### config.mk
export PLATFORM = sky130hd
export DESIGN_NAME = rv32i_mc_control
export DESIGN_NICKNAME = d
export VERILOG_FILES = /design/src/rtl/rv32i_mc_control_pkg.sv /design/src/rtl/rv32i_decode.sv /design/src/rtl/rv32i_mc_control.sv
export SDC_FILE = /design/constraint.sdc
export NUM_CORES = 1
export LEC_CHECK = 0
export CORE_ASPECT_RATIO = 0.5
export CORE_MARGIN = 4
export CORE_UTILIZATION = 24
export DETAILED_ROUTE_END_ITERATION = 6
export GPL_ROUTABILITY_DRIVEN = 0
export MAX_ROUTING_LAYER = met4
export PLACE_DENSITY = 0.57
export SLEW_MARGIN = 20
export SYNTH_ARGS = -nofsm -noshare
export SYNTH_HDL_FRONTEND = slang
export SYNTH_SLANG_ARGS = --single-unit
### constraint.sdc
create_clock -name clk -period 5.1 [get_ports clk]
set_input_delay 1.02 -clock clk [delete_from_list [all_inputs] [get_ports clk]]
set_output_delay 1.02 -clock clk [all_outputs]
set_load 0.05 [all_outputs]
### src/rtl/rv32i_mc_control_pkg.sv
// -----------------------------------------------------------------------------
// rv32i_mc_control_pkg
// Shared types for the multi-cycle RV32I control path.
//   opcode_t          - base RV32I major opcodes this core executes
//   l/s/b_type_t      - funct3 encodings for loads, stores and branches
//   alu_op_t          - {funct7[5], funct3} ALU operation encoding
//   ctrl_state_t      - sequencer states
//   imm_t             - immediate format select
//   wb_sel_t/pc_sel_t - register write-back and next-PC source selects
//   dec_t             - control fields produced by rv32i_decode
// -----------------------------------------------------------------------------
package rv32i_mc_control_pkg;

    localparam int XLEN = 32;

    typedef enum logic [6:0] {
        OP_LUI    = 7'b0110111,
        OP_AUIPC  = 7'b0010111,
        OP_JAL    = 7'b1101111,
        OP_JALR   = 7'b1100111,
        OP_BRANCH = 7'b1100011,
        OP_LOAD   = 7'b0000011,
        OP_STORE  = 7'b0100011,
        OP_IMM    = 7'b0010011,
        OP_REG    = 7'b0110011
    } opcode_t;

    typedef enum logic [2:0] {
        LB  = 3'b000,
        LH  = 3'b001,
        LW  = 3'b010,
        LBU = 3'b100,
        LHU = 3'b101
    } l_type_t;

    typedef enum logic [2:0] {
        SB = 3'b000,
        SH = 3'b001,
        SW = 3'b010
    } s_type_t;

    typedef enum logic [2:0] {
        BEQ  = 3'b000,
        BNE  = 3'b001,
        BLT  = 3'b100,
        BGE  = 3'b101,
        BLTU = 3'b110,
        BGEU = 3'b111
    } b_type_t;

    typedef enum logic [3:0] {
        ALU_ADD  = 4'b0000,
        ALU_SLL  = 4'b0001,
        ALU_SLT  = 4'b0010,
        ALU_SLTU = 4'b0011,
        ALU_XOR  = 4'b0100,
        ALU_SRL  = 4'b0101,
        ALU_OR   = 4'b0110,
        ALU_AND  = 4'b0111,
        ALU_SUB  = 4'b1000,
        ALU_SRA  = 4'b1101
    } alu_op_t;

    typedef enum logic [2:0] {
        S_FETCH,
        S_DECODE,
        S_EXEC,
        S_MEM,
        S_WB,
        S_TRAP
    } ctrl_state_t;

    typedef enum logic [2:0] {
        IMM_I,
        IMM_S,
        IMM_B,
        IMM_U,
        IMM_J
    } imm_t;

    typedef enum logic [1:0] {
        WB_ALU,
        WB_MDR,
        WB_PC4,
        WB_IMM
    } wb_sel_t;

    typedef enum logic [1:0] {
        PC_PLUS4,
        PC_ALU,
        PC_ALU_ALIGN
    } pc_sel_t;

    // Instruction fetches are always full words.
    localparam logic [2:0] FETCH_SIZE = LW;

    typedef struct packed {
        logic       illegal;
        logic       is_load;
        logic       is_store;
        logic       is_branch;
        logic [3:0] alu_op;     // EXEC-state ALU operation
        logic       alu_src_a;  // 1 = PC
        logic       alu_src_b;  // 1 = immediate
        imm_t       imm_sel;
        wb_sel_t    wb_sel;     // WB-state write-back source
        pc_sel_t    pc_sel;     // WB-state next-PC source
    } dec_t;

endpackage

### src/rtl/rv32i_decode.sv
// -----------------------------------------------------------------------------
// rv32i_decode
// Purely combinational instruction decoder: maps the latched instruction word
// to the control fields the sequencer needs, plus an illegal-encoding flag.
//   instr - instruction register contents
//   dec   - decoded control fields (dec_t)
// -----------------------------------------------------------------------------
module rv32i_decode
    import rv32i_mc_control_pkg::*;
(
    input  logic [XLEN-1:0] instr,
    output dec_t            dec
);

    logic [6:0] opcode;
    logic [2:0] funct3;
    logic [6:0] funct7;

    assign opcode = instr[6:0];
    assign funct3 = instr[14:12];
    assign funct7 = instr[31:25];

    // Register indices and immediate bits are consumed by the datapath only.
    logic unused_fields;
    assign unused_fields = ^{instr[24:15], instr[11:7]};

    always_comb begin
        // NOTE: every field gets a default before the case so no path infers a latch.
        dec         = '0;
        dec.alu_op  = ALU_ADD;
        dec.imm_sel = IMM_I;
        dec.wb_sel  = WB_ALU;
        dec.pc_sel  = PC_PLUS4;

        case (opcode)
            OP_REG: begin
                dec.alu_op  = {funct7[5], funct3};
                // Only ADD/SUB and SRL/SRA have an alternate funct7.
                dec.illegal = !((funct7 == 7'b0000000) ||
                                ((funct7 == 7'b0100000) &&
                                 ((funct3 == 3'b000) || (funct3 == 3'b101))));
            end
            OP_IMM: begin
                dec.alu_src_b = 1'b1;
                // funct7[5] only selects SRAI; elsewhere those bits are immediate.
                dec.alu_op    = {(funct3 == 3'b101) & funct7[5], funct3};
            end
            OP_LOAD: begin
                dec.is_load   = 1'b1;
                dec.alu_src_b = 1'b1;
                dec.wb_sel    = WB_MDR;
                dec.illegal   = !(funct3 inside {LB, LH, LW, LBU, LHU});
            end
            OP_STORE: begin
                dec.is_store  = 1'b1;
                dec.alu_src_b = 1'b1;
                dec.imm_sel   = IMM_S;
                dec.illegal   = (funct3 > SW);
            end
            OP_BRANCH: begin
                dec.is_branch = 1'b1;
                dec.alu_src_a = 1'b1;
                dec.alu_src_b = 1'b1;
                dec.imm_sel   = IMM_B;
                dec.illegal   = (funct3 == 3'b010) || (funct3 == 3'b011);
            end
            OP_JAL: begin
                dec.alu_src_a = 1'b1;
                dec.alu_src_b = 1'b1;
                dec.imm_sel   = IMM_J;
                dec.wb_sel    = WB_PC4;
                dec.pc_sel    = PC_ALU;
            end
            OP_JALR: begin
                dec.alu_src_b = 1'b1;
                dec.wb_sel    = WB_PC4;
                dec.pc_sel    = PC_ALU_ALIGN;
            end
            OP_LUI: begin
                dec.imm_sel = IMM_U;
                dec.wb_sel  = WB_IMM;
            end
            OP_AUIPC: begin
                dec.alu_src_a = 1'b1;
                dec.alu_src_b = 1'b1;
                dec.imm_sel   = IMM_U;
            end
            default: dec.illegal = 1'b1;
        endcase
    end

endmodule

### src/rtl/rv32i_mc_control.sv
// -----------------------------------------------------------------------------
// rv32i_mc_control
// Multi-cycle control sequencer: walks each instruction through FETCH, DECODE,
// EXEC, MEM and WB, drives every datapath enable/select, owns the memory-port
// request handshake, counts retirements and traps on illegal encodings.
//   clk, rst          - clock, asynchronous active-high reset
//   instr             - instruction register contents (valid from DECODE)
//   mem_rdata_ir      - memory read data (only its arrival matters, via mem_ready)
//   mem_ready         - memory completes the current request this cycle
//   branch_taken      - comparator result for the latched branch
//   mem_req/we/size   - memory request, write strobe, access size
//   ir_we ... reg_we  - datapath register enables
//   alu_op/src_a/src_b, imm_sel, wb_sel, pc_sel - datapath selects
//   retire, instret   - retirement pulse and running count
//   illegal           - sticky trap flag
// -----------------------------------------------------------------------------
module rv32i_mc_control
    import rv32i_mc_control_pkg::*;
(
    input  logic            clk,
    input  logic            rst,
    input  logic [XLEN-1:0] instr,
    input  logic [XLEN-1:0] mem_rdata_ir,
    input  logic            mem_ready,
    input  logic            branch_taken,
    output logic            mem_req,
    output logic            mem_we,
    output logic [2:0]      mem_size,
    output logic            ir_we,
    output logic            mdr_we,
    output logic            pc_we,
    output logic            reg_we,
    output logic [3:0]      alu_op,
    output logic            alu_src_a,
    output logic            alu_src_b,
    output logic [2:0]      imm_sel,
    output logic [1:0]      wb_sel,
    output logic [1:0]      pc_sel,
    output logic            retire,
    output logic [31:0]     instret,
    output logic            illegal
);

    ctrl_state_t state;
    dec_t        dec;

    // The data itself goes straight to the IR/MDR in the datapath.
    logic unused_rdata;
    assign unused_rdata = ^mem_rdata_ir;

    rv32i_decode u_decode (
        .instr (instr),
        .dec   (dec)
    );

    // ------------------------------------------------------------------
    // Sequencer state, retirement counter and trap flag.
    // ------------------------------------------------------------------
    always_ff @(posedge clk or posedge rst) begin
        // NOTE: sequential state uses non-blocking assignments only.
        if (rst) begin
            state   <= S_FETCH;
            instret <= '0;
            illegal <= 1'b0;
        end else begin
            case (state)
                S_FETCH: if (mem_ready) state <= S_DECODE;
                S_DECODE: begin
                    if (dec.illegal) begin
                        state   <= S_TRAP;
                        illegal <= 1'b1;
                    end else begin
                        state <= S_EXEC;
                    end
                end
                S_EXEC: begin
                    if (dec.is_load || dec.is_store) state <= S_MEM;
                    else if (dec.is_branch)          state <= S_FETCH;
                    else                             state <= S_WB;
                end
                S_MEM: if (mem_ready) state <= dec.is_store ? S_FETCH : S_WB;
                S_WB:   state <= S_FETCH;
                S_TRAP: state <= S_TRAP;
                default: state <= S_TRAP;
            endcase

            // Plain 32-bit add wraps from all-ones to zero.
            if (retire) instret <= instret + 32'd1;
        end
    end

    // ------------------------------------------------------------------
    // Control outputs, combinational from state and instruction.
    // ------------------------------------------------------------------
    always_comb begin
        mem_req   = 1'b0;
        mem_we    = 1'b0;
        mem_size  = FETCH_SIZE;
        ir_we     = 1'b0;
        mdr_we    = 1'b0;
        pc_we     = 1'b0;
        reg_we    = 1'b0;
        retire    = 1'b0;
        alu_op    = ALU_ADD;
        alu_src_a = 1'b0;
        alu_src_b = 1'b0;
        imm_sel   = dec.imm_sel;
        wb_sel    = WB_ALU;
        pc_sel    = PC_PLUS4;

        case (state)
            S_FETCH: begin
                mem_req = 1'b1;
                ir_we   = mem_ready;
            end
            S_EXEC: begin
                alu_op    = dec.alu_op;
                alu_src_a = dec.alu_src_a;
                alu_src_b = dec.alu_src_b;
                if (dec.is_branch) begin
                    pc_we  = 1'b1;
                    retire = 1'b1;
                    pc_sel = branch_taken ? PC_ALU : PC_PLUS4;
                end
            end
            S_MEM: begin
                mem_req  = 1'b1;
                mem_we   = dec.is_store;
                mem_size = instr[14:12];
                if (mem_ready) begin
                    if (dec.is_store) begin
                        pc_we  = 1'b1;
                        retire = 1'b1;
                    end else begin
                        mdr_we = 1'b1;
                    end
                end
            end
            S_WB: begin
                reg_we = 1'b1;
                pc_we  = 1'b1;
                retire = 1'b1;
                wb_sel = dec.wb_sel;
                pc_sel = dec.pc_sel;
            end
            default: ;
        endcase

        // Strobes drop as soon as reset rises, abandoning any open request.
        if (rst) begin
            mem_req = 1'b0;
            mem_we  = 1'b0;
            ir_we   = 1'b0;
            mdr_we  = 1'b0;
            pc_we   = 1'b0;
            reg_we  = 1'b0;
            retire  = 1'b0;
        end
    end

endmodule

==> results of run 1 <==
-- Yosys cell counts, drive strengths merged --
| cell | number |
|---|---|
| dfrtp | 36 |
| nand2 | 22 |
| nand4 | 19 |
| xnor2 | 19 |
| nor3 | 17 |
| xor2 | 13 |
| a21oi | 12 |
| nand3 | 12 |
| inv | 10 |
| nor2 | 10 |
| clkbuf | 9 |
| and2 | 6 |
| buf | 5 |
| nand2b | 5 |
| and3 | 4 |
| nor4 | 4 |
| and3b | 3 |
| and4 | 3 |
| nor4b | 3 |
| or4 | 3 |
| a31o | 2 |
| nor2b | 2 |
| nor3b | 2 |
| o21ai | 2 |
| or2 | 2 |
| a211o | 1 |
| a211oi | 1 |
| a22oi | 1 |
| a311oi | 1 |
| a31oi | 1 |
| a32oi | 1 |
| and4b | 1 |
| ha | 1 |
| nand4bb | 1 |
| nor4bb | 1 |
| o2111ai | 1 |
| o211a | 1 |
| o21a | 1 |
| o21bai | 1 |
| o22a | 1 |
| o22ai | 1 |
| o32ai | 1 |
| or4b | 1 |
-- through the flow --
step                hold slack [ns]  instances  area, sq um  power, mW
floorplan                     0.693        243         2230      0.316
detailed placement            0.467        425         3100      0.343
finish                        0.473        433         3280      0.711
CTS                           0.480        433         3280      0.719
global placement              0.465        425         3100      0.342
global route                  0.492        433         3280      0.736
-- registers in the layout, summed over array words and instances (netlist names) --
name,flops
state,3
instret,32
illegal,1
-- logic make-up after synthesis --
group	count (synthesis)	synth area share
AO/OA/AOI/OAI	29	0.0903
XOR/XNOR	32	0.126
adder cells (fa/ha/maj)	1	0.00561
buffers and inverters	24	0.0527
flip-flops	36	0.404
AND/OR/NAND/NOR	121	0.322
-- worst paths after layout --
path	endpoint	slack, ns
max in group asynchronous	instret[6]$_DFFE_PP0P_	3.46
min	illegal$_DFFE_PP0P_	0.47
min in group asynchronous	state[1]$_DFFE_PP0P_	1.30
min reg2reg	illegal$_DFFE_PP0P_	0.47
max	pc_sel[0]	0.38
max reg2reg	instret[18]$_DFFE_PP0P_	2.83
-- per-layer routing --
metal / track usage / up-vias / wire (um)
met3: 0.0232 / 2 / 407
met5: - / - / 0
met1: 0.157 / 1011 / 3070
li1: - / 1022 / -
met4: 0.0223 / 0 / 27
met2: 0.182 / 74 / 2880
-- placed cells by master, fill, tap and decap left out, drive strengths merged, types with 2 or more instances in the layout --
cell,netlist,final
xor2,13,13
nor3,17,17
xnor2,19,19
and4,3,3
clkbuf,9,7
and3,4,4
dfrtp,36,36
or2,2,2
a31o,2,2
inv,10,10
nor2b,2,2
nor4b,3,3
a21oi,12,12
clkdlybuf4s50,0,72
buf,5,7
and3b,3,3
nor2,10,10
nand4,19,19
nand3,12,12
nor4,4,4
and2,6,6
o21ai,2,2
nand2b,5,5
nand2,22,22
or4,3,3
nor3b,2,2
-- final cells by class --
type / instances / area (sq um)
Clock inverter: 1 / 30.0
Timing Repair Buffer: 79 / 798
Sequential cell: 36 / 901
Multi-Input combinational cell: 183 / 1210
Tap cell: 117 / 146
Clock buffer: 7 / 153
Inverter: 10 / 37.5
Fill cell: 875 / 5610
-- critical path: stages --
cell             delay, ns
clkdlybuf4s50_1       0.66
and3b_1               0.34
nand4_1               0.22
or4_1                 0.45
a21oi_1               0.17
clkdlybuf4s50_1       0.84
-- power breakdown --
part           internal [mW]  total (mW)  switching, mW  leakage [nW]
clock                  0.257       0.373          0.116        0.0901
sequential             0.286       0.287       0.000688         0.477
combinational         0.0238      0.0506         0.0268         0.765
==> out/results.tsv, run 1 <==
metric	value	unit
effective utilization at floorplan	0.251	
outcome	complete, no violations	
Synth Cell Area	2230	sq um
startpoint-to-endpoint class of the critical path	in2out	
Hold Path Stages	1	
post-CTS resize count	0	
Clock transition at path regs	0.06	ns
count of maximum capacitance violations	0	
die width	144	um
CTS H-Tree Depth	2	
clock tree skew after final layout	0.00580	ns
Placement Setup Slack	0.422	ns
summed negative setup slack over all endpoints	0	ns
Layout Utilization	0.369	
ports placed on the boundary	124	
overall fraction of global-route tracks in use	0.116	
highest achievable clock rate	212	MHz
library cell occupying the most area in the post-synthesis netlist	dfrtp_1	
cell count of the worst reg-to-reg path	6	
CP Data Required Time	4.08	ns
start point of the critical path	instr[6]	
global route total overflow	0	
Antenna diodes	0	
y dimension of the die	76.2	um
IR Drop Worst-Case VDD	0.000103	V
library cell used as clock root buffer	clkbuf_16	
vias in the first global route	2078	
fraction of synthesized cell area taken by the top area cell type	0.404	
RSZ-0062 raised after global routing	no	
r2r startpoint	state[0]$_DFFE_PP0P_	
class of the tightest hold or removal check	reg2reg	
number of nets at the end of the flow	384	
Vias/cell	4.87	
Port Buffer Count	76	
Data arrival, critical path	3.70	ns
number of buffers created by CTS	5	
maximum fanout count along the critical path	9	
count of vias placed by the detailed router	2109	
power density cells	217	nW/um^2
average instance area after synthesis	9.18	sq um
Max-slew headroom	0.567	
final number of hold-violating endpoints	0	
Post-CTS Hold Buffers	0	
least setup slack across all paths after layout	0.375	ns
wire length after detailed routing	6.39	mm
initial antenna violation count	0	
startpoint of the lowest-slack hold path	illegal$_DFFE_PP0P_	
maximum count of clock buffers along a single path	2	
Std-Cell Rows	24	
share of synthesized area occupied by flip-flops and latches	0.404	
max-slew violation total from the final report	0	
routed length per placed instance	14.7	um
syn nets	312	
area grow syn2layout	46.9	%
fraction of layout cells with a size suffix above 1	0.0823	
first-pass GRT wire length	10.4	mm
post-synthesis cell count	243	
detailed-route DRC error count	0	
drt first-iter violations	84	
Cell variety after synth	48	
total iterations of the first detailed-routing run	4	
sum of net half-perimeters after detailed placement	4.71	mm
type of origin of the critical path	primary input	
Seq cells post-synth	36	
actual transition at the worst max-transition pin	0.640	ns
Final setup viols	0	
Ys Warns	0	
Die Area	11000	sq um
CORE AREA	8890	sq um
# clock sinks	36	
kind of end point of the critical path	primary output	
CTS tree	yes	
Final period util	0.926	
pin count of the biggest net entering global routing	38	
clock insertion delay at the later pin of the skew report	0.28	ns
Leak	1.33	nW
post-route minimum period	4.72	ns
antenna-violating nets left	0	
top cells by area in the synthesized netlist	dfrtp_1, xnor2_1, nand4_1	
buffers inserted by post-CTS timing repair	0	
No activity file was read; power rests on OpenSTA's default activity.
==> run 2: changes to the inputs <==
--- a/config.mk
+++ b/config.mk
@@ -5,6 +5,7 @@
 export SDC_FILE = /design/constraint.sdc
 export NUM_CORES = 1
 export LEC_CHECK = 0
+export CAP_MARGIN = 20
 export CORE_ASPECT_RATIO = 0.5
 export CORE_MARGIN = 4
 export CORE_UTILIZATION = 24
==> results of run 2 <==
No change in the layout: final DEF, timing and power equal those of run 1.
==> run 3: changes to the inputs <==
--- a/config.mk
+++ b/config.mk
@@ -13,6 +13,7 @@
 export GPL_ROUTABILITY_DRIVEN = 0
 export MAX_ROUTING_LAYER = met4
 export PLACE_DENSITY = 0.57
+export REMOVE_ABC_BUFFERS = 1
 export SLEW_MARGIN = 20
 export SYNTH_ARGS = -nofsm -noshare
 export SYNTH_HDL_FRONTEND = slang
==> out/results.tsv, run 3 (synthesized netlist as in run 1, its figures left out) <==
metric	value	unit	change
count of vias placed by the detailed router	2080		-1.4%
fraction of layout cells with a size suffix above 1	0.0791		-0.00316
placed cell count	425		unchanged
startpoint-to-endpoint class of the critical path	in2out		
RSZ-0062 raised after global routing	no		
area grow syn2layout	46.1	%	
antenna-violating nets left	0		unchanged
post-route worst hold slack	0.468	ns	-0.00489 ns
kind of end point of the critical path	primary output		
post-route minimum period	4.72	ns	-0.00888 ns
number of nets at the end of the flow	384		unchanged
Max-slew headroom	0.544		-0.0239
Leak	1.32	nW	-0.70%
power density cells	207	nW/um^2	-4.5%
slowest cell on the critical path	clkdlybuf4s50_1		
ordered list of cells on the worst path	clkdlybuf4s50_1, and3b_1, nand4_1, or4_1, a21oi_1, clkdlybuf4s50_1		
actual transition at the worst max-transition pin	0.678	ns	+0.0383 ns
post-CTS resize count	0		unchanged
first-pass GRT wire length	10.4	mm	+0.80%
overall fraction of global-route tracks in use	0.117		+0.00118
CTS H-Tree Depth	2		unchanged
Layout Utilization	0.367		-0.00211
routed length per placed instance	14.8	um	+0.23%
Post-CTS Hold Buffers	0		unchanged
Data arrival, critical path	3.70	ns	about the same
number of flip-flops under the largest register name	32		unchanged
commonest cells after routing, fill and taps aside	clkdlybuf4s50_1, dfrtp_1, nand2_1, nand4_1, xnor2_1		
buffers inserted by post-CTS timing repair	0		unchanged
Port Buffer Count	76		unchanged
met1 global-route usage	0.150		-0.00686
power share of the combinational group	0.075		+0.004
reg-to-reg slack, setup	2.79	ns	-0.04 ns
# fillers	899		+2.7%
most frequent CP cell	clkdlybuf4s50_1		
Std-Cell Rows	24		unchanged
class of the tightest hold or removal check	reg2reg		
global routing met2 resource utilization	0.191		+0.00831
IR Drop Worst-Case VDD	0.000132	V	+28%
leading registers by flop count	instret (32), state (3), illegal (1)		
clock insertion delay at the later pin of the skew report	0.27	ns	about the same
pin count of the biggest net entering global routing	38		unchanged
outcome	complete, no violations		
leading cell type in the layout, fill and taps excluded	clkdlybuf4s50_1		
total power	0.675	mW	-5.0%
start point of the critical path	instr[6]		
power share of the sequential group	0.425		+0.021
Vias/cell	4.80		-1.4%
Pint	0.540	mW	-4.9%
effective utilization at floorplan	0.251		unchanged
initial antenna violation count	0		unchanged
CTS tree	yes		
net switching power	0.135	mW	-5.7%
vias in the first global route	2075		-0.14%
r2r startpoint	state[0]$_DFFE_PP0P_		
Final setup viols	0		unchanged
number of buffers created by CTS	5		unchanged
detailed-route DRC error count	0		unchanged
Clock transition at path regs	0.05	ns	about the same
slowest stage delay, CP	0.83	ns	about the same
library cell used as clock root buffer	clkbuf_16		
Die Area	11000	sq um	unchanged
# clock sinks	36		unchanged
Final Non-Filler Cells	433		unchanged
Global Route met3 Usage	0.0257		+0.00251
Antenna diodes	0		unchanged
clock group share of total power	0.499		-0.026
final number of hold-violating endpoints	0		unchanged
cell count of the worst reg-to-reg path	6		unchanged
critical path capture point	pc_sel[0]		
summed negative setup slack over all endpoints	0	ns	unchanged
Switching Share	0.200		-0.00137
ports placed on the boundary	124		unchanged
drt first-iter violations	99		+18%
total iterations of the first detailed-routing run	4		unchanged
CORE AREA	8890	sq um	unchanged
count of maximum capacitance violations	0		unchanged
CP Data Required Time	4.08	ns	about the same
highest achievable clock rate	212	MHz	+0.19%
register with the highest flop count	instret		
y dimension of the die	76.2	um	unchanged
global routing's busiest layer	met2		
clock tree skew after final layout	0.00424	ns	-0.00156 ns
max-slew violation total from the final report	0		unchanged
Final period util	0.925		-0.00174
type of origin of the critical path	primary input		
RR Endpoint	instret[18]$_DFFE_PP0P_		
sum of net half-perimeters after detailed placement	4.78	mm	+1.5%
die width	144	um	unchanged
maximum count of clock buffers along a single path	2		unchanged
global route total overflow	0		unchanged
wire length after detailed routing	6.40	mm	+0.23%
maximum fanout count along the critical path	9		unchanged
-- run 3: changes by cell type in the layout (fill, tap and decap cells not counted), sizes merged --
cell / previous run / this run
clkinv: 0 / 1
clkbuf: 7 / 6
-- run 3: worst min-delay path by stage --
stage                    startpoint              endpoint  slack, ns  cells past startpoint
2_1_floorplan  state[2]$_DFFE_PP0P_  state[1]$_DFFE_PP0P_       0.57                      1
3_3_place_gp    illegal$_DFFE_PP0P_   illegal$_DFFE_PP0P_       0.46                      1
3_5_place_dp    illegal$_DFFE_PP0P_   illegal$_DFFE_PP0P_       0.46                      1
4_1_cts         illegal$_DFFE_PP0P_   illegal$_DFFE_PP0P_       0.47                      1
5_1_grt         illegal$_DFFE_PP0P_   illegal$_DFFE_PP0P_       0.49                      1
6_report        illegal$_DFFE_PP0P_   illegal$_DFFE_PP0P_       0.47                      1
-- run 3: per-layer routing --
layer,vias up,part of all wire
li1,1020,-
met1,987,0.44
met2,69,0.47
met3,4,0.077
met4,0,0.0072
met5,-,0
-- run 3: layout make-up --
class	instances	area (sq um)	share of cell area
Clock buffer	6	129	0.0395
Clock inverter	2	35.0	0.0107
Inverter	10	37.5	0.0115
Multi-Input combinational cell	183	1210	0.372
Sequential cell	36	901	0.276
Tap cell	117	146	0.0449
Timing Repair Buffer	79	798	0.245
-- run 3: worst max-delay path: cells and delay by family --
kind                   cells  cell delay [ns]
AND/OR/NAND/NOR            3             1.01
AO/OA/AOI/OAI              1             0.19
buffers and inverters      2             1.47
-- run 3: power groups by stage --
stage          sequential (mW)  clock [mW]  combinational (mW)
4_1_cts                  0.287       0.345              0.0515
2_1_floorplan            0.294           0              0.0177
5_1_grt                  0.287       0.358              0.0560
3_3_place_gp             0.292           0              0.0502
6_report                 0.287       0.337              0.0509
3_5_place_dp             0.292           0              0.0513
-- run 3: stage by stage --
stage / worst slack (ns) / area (sq um)
6_report: 0.384 / 3260
5_1_grt: 0.271 / 3260
4_1_cts: 0.410 / 3260
3_5_place_dp: 0.412 / 3100
3_3_place_gp: 0.436 / 3100
2_1_floorplan: 1.01 / 2150
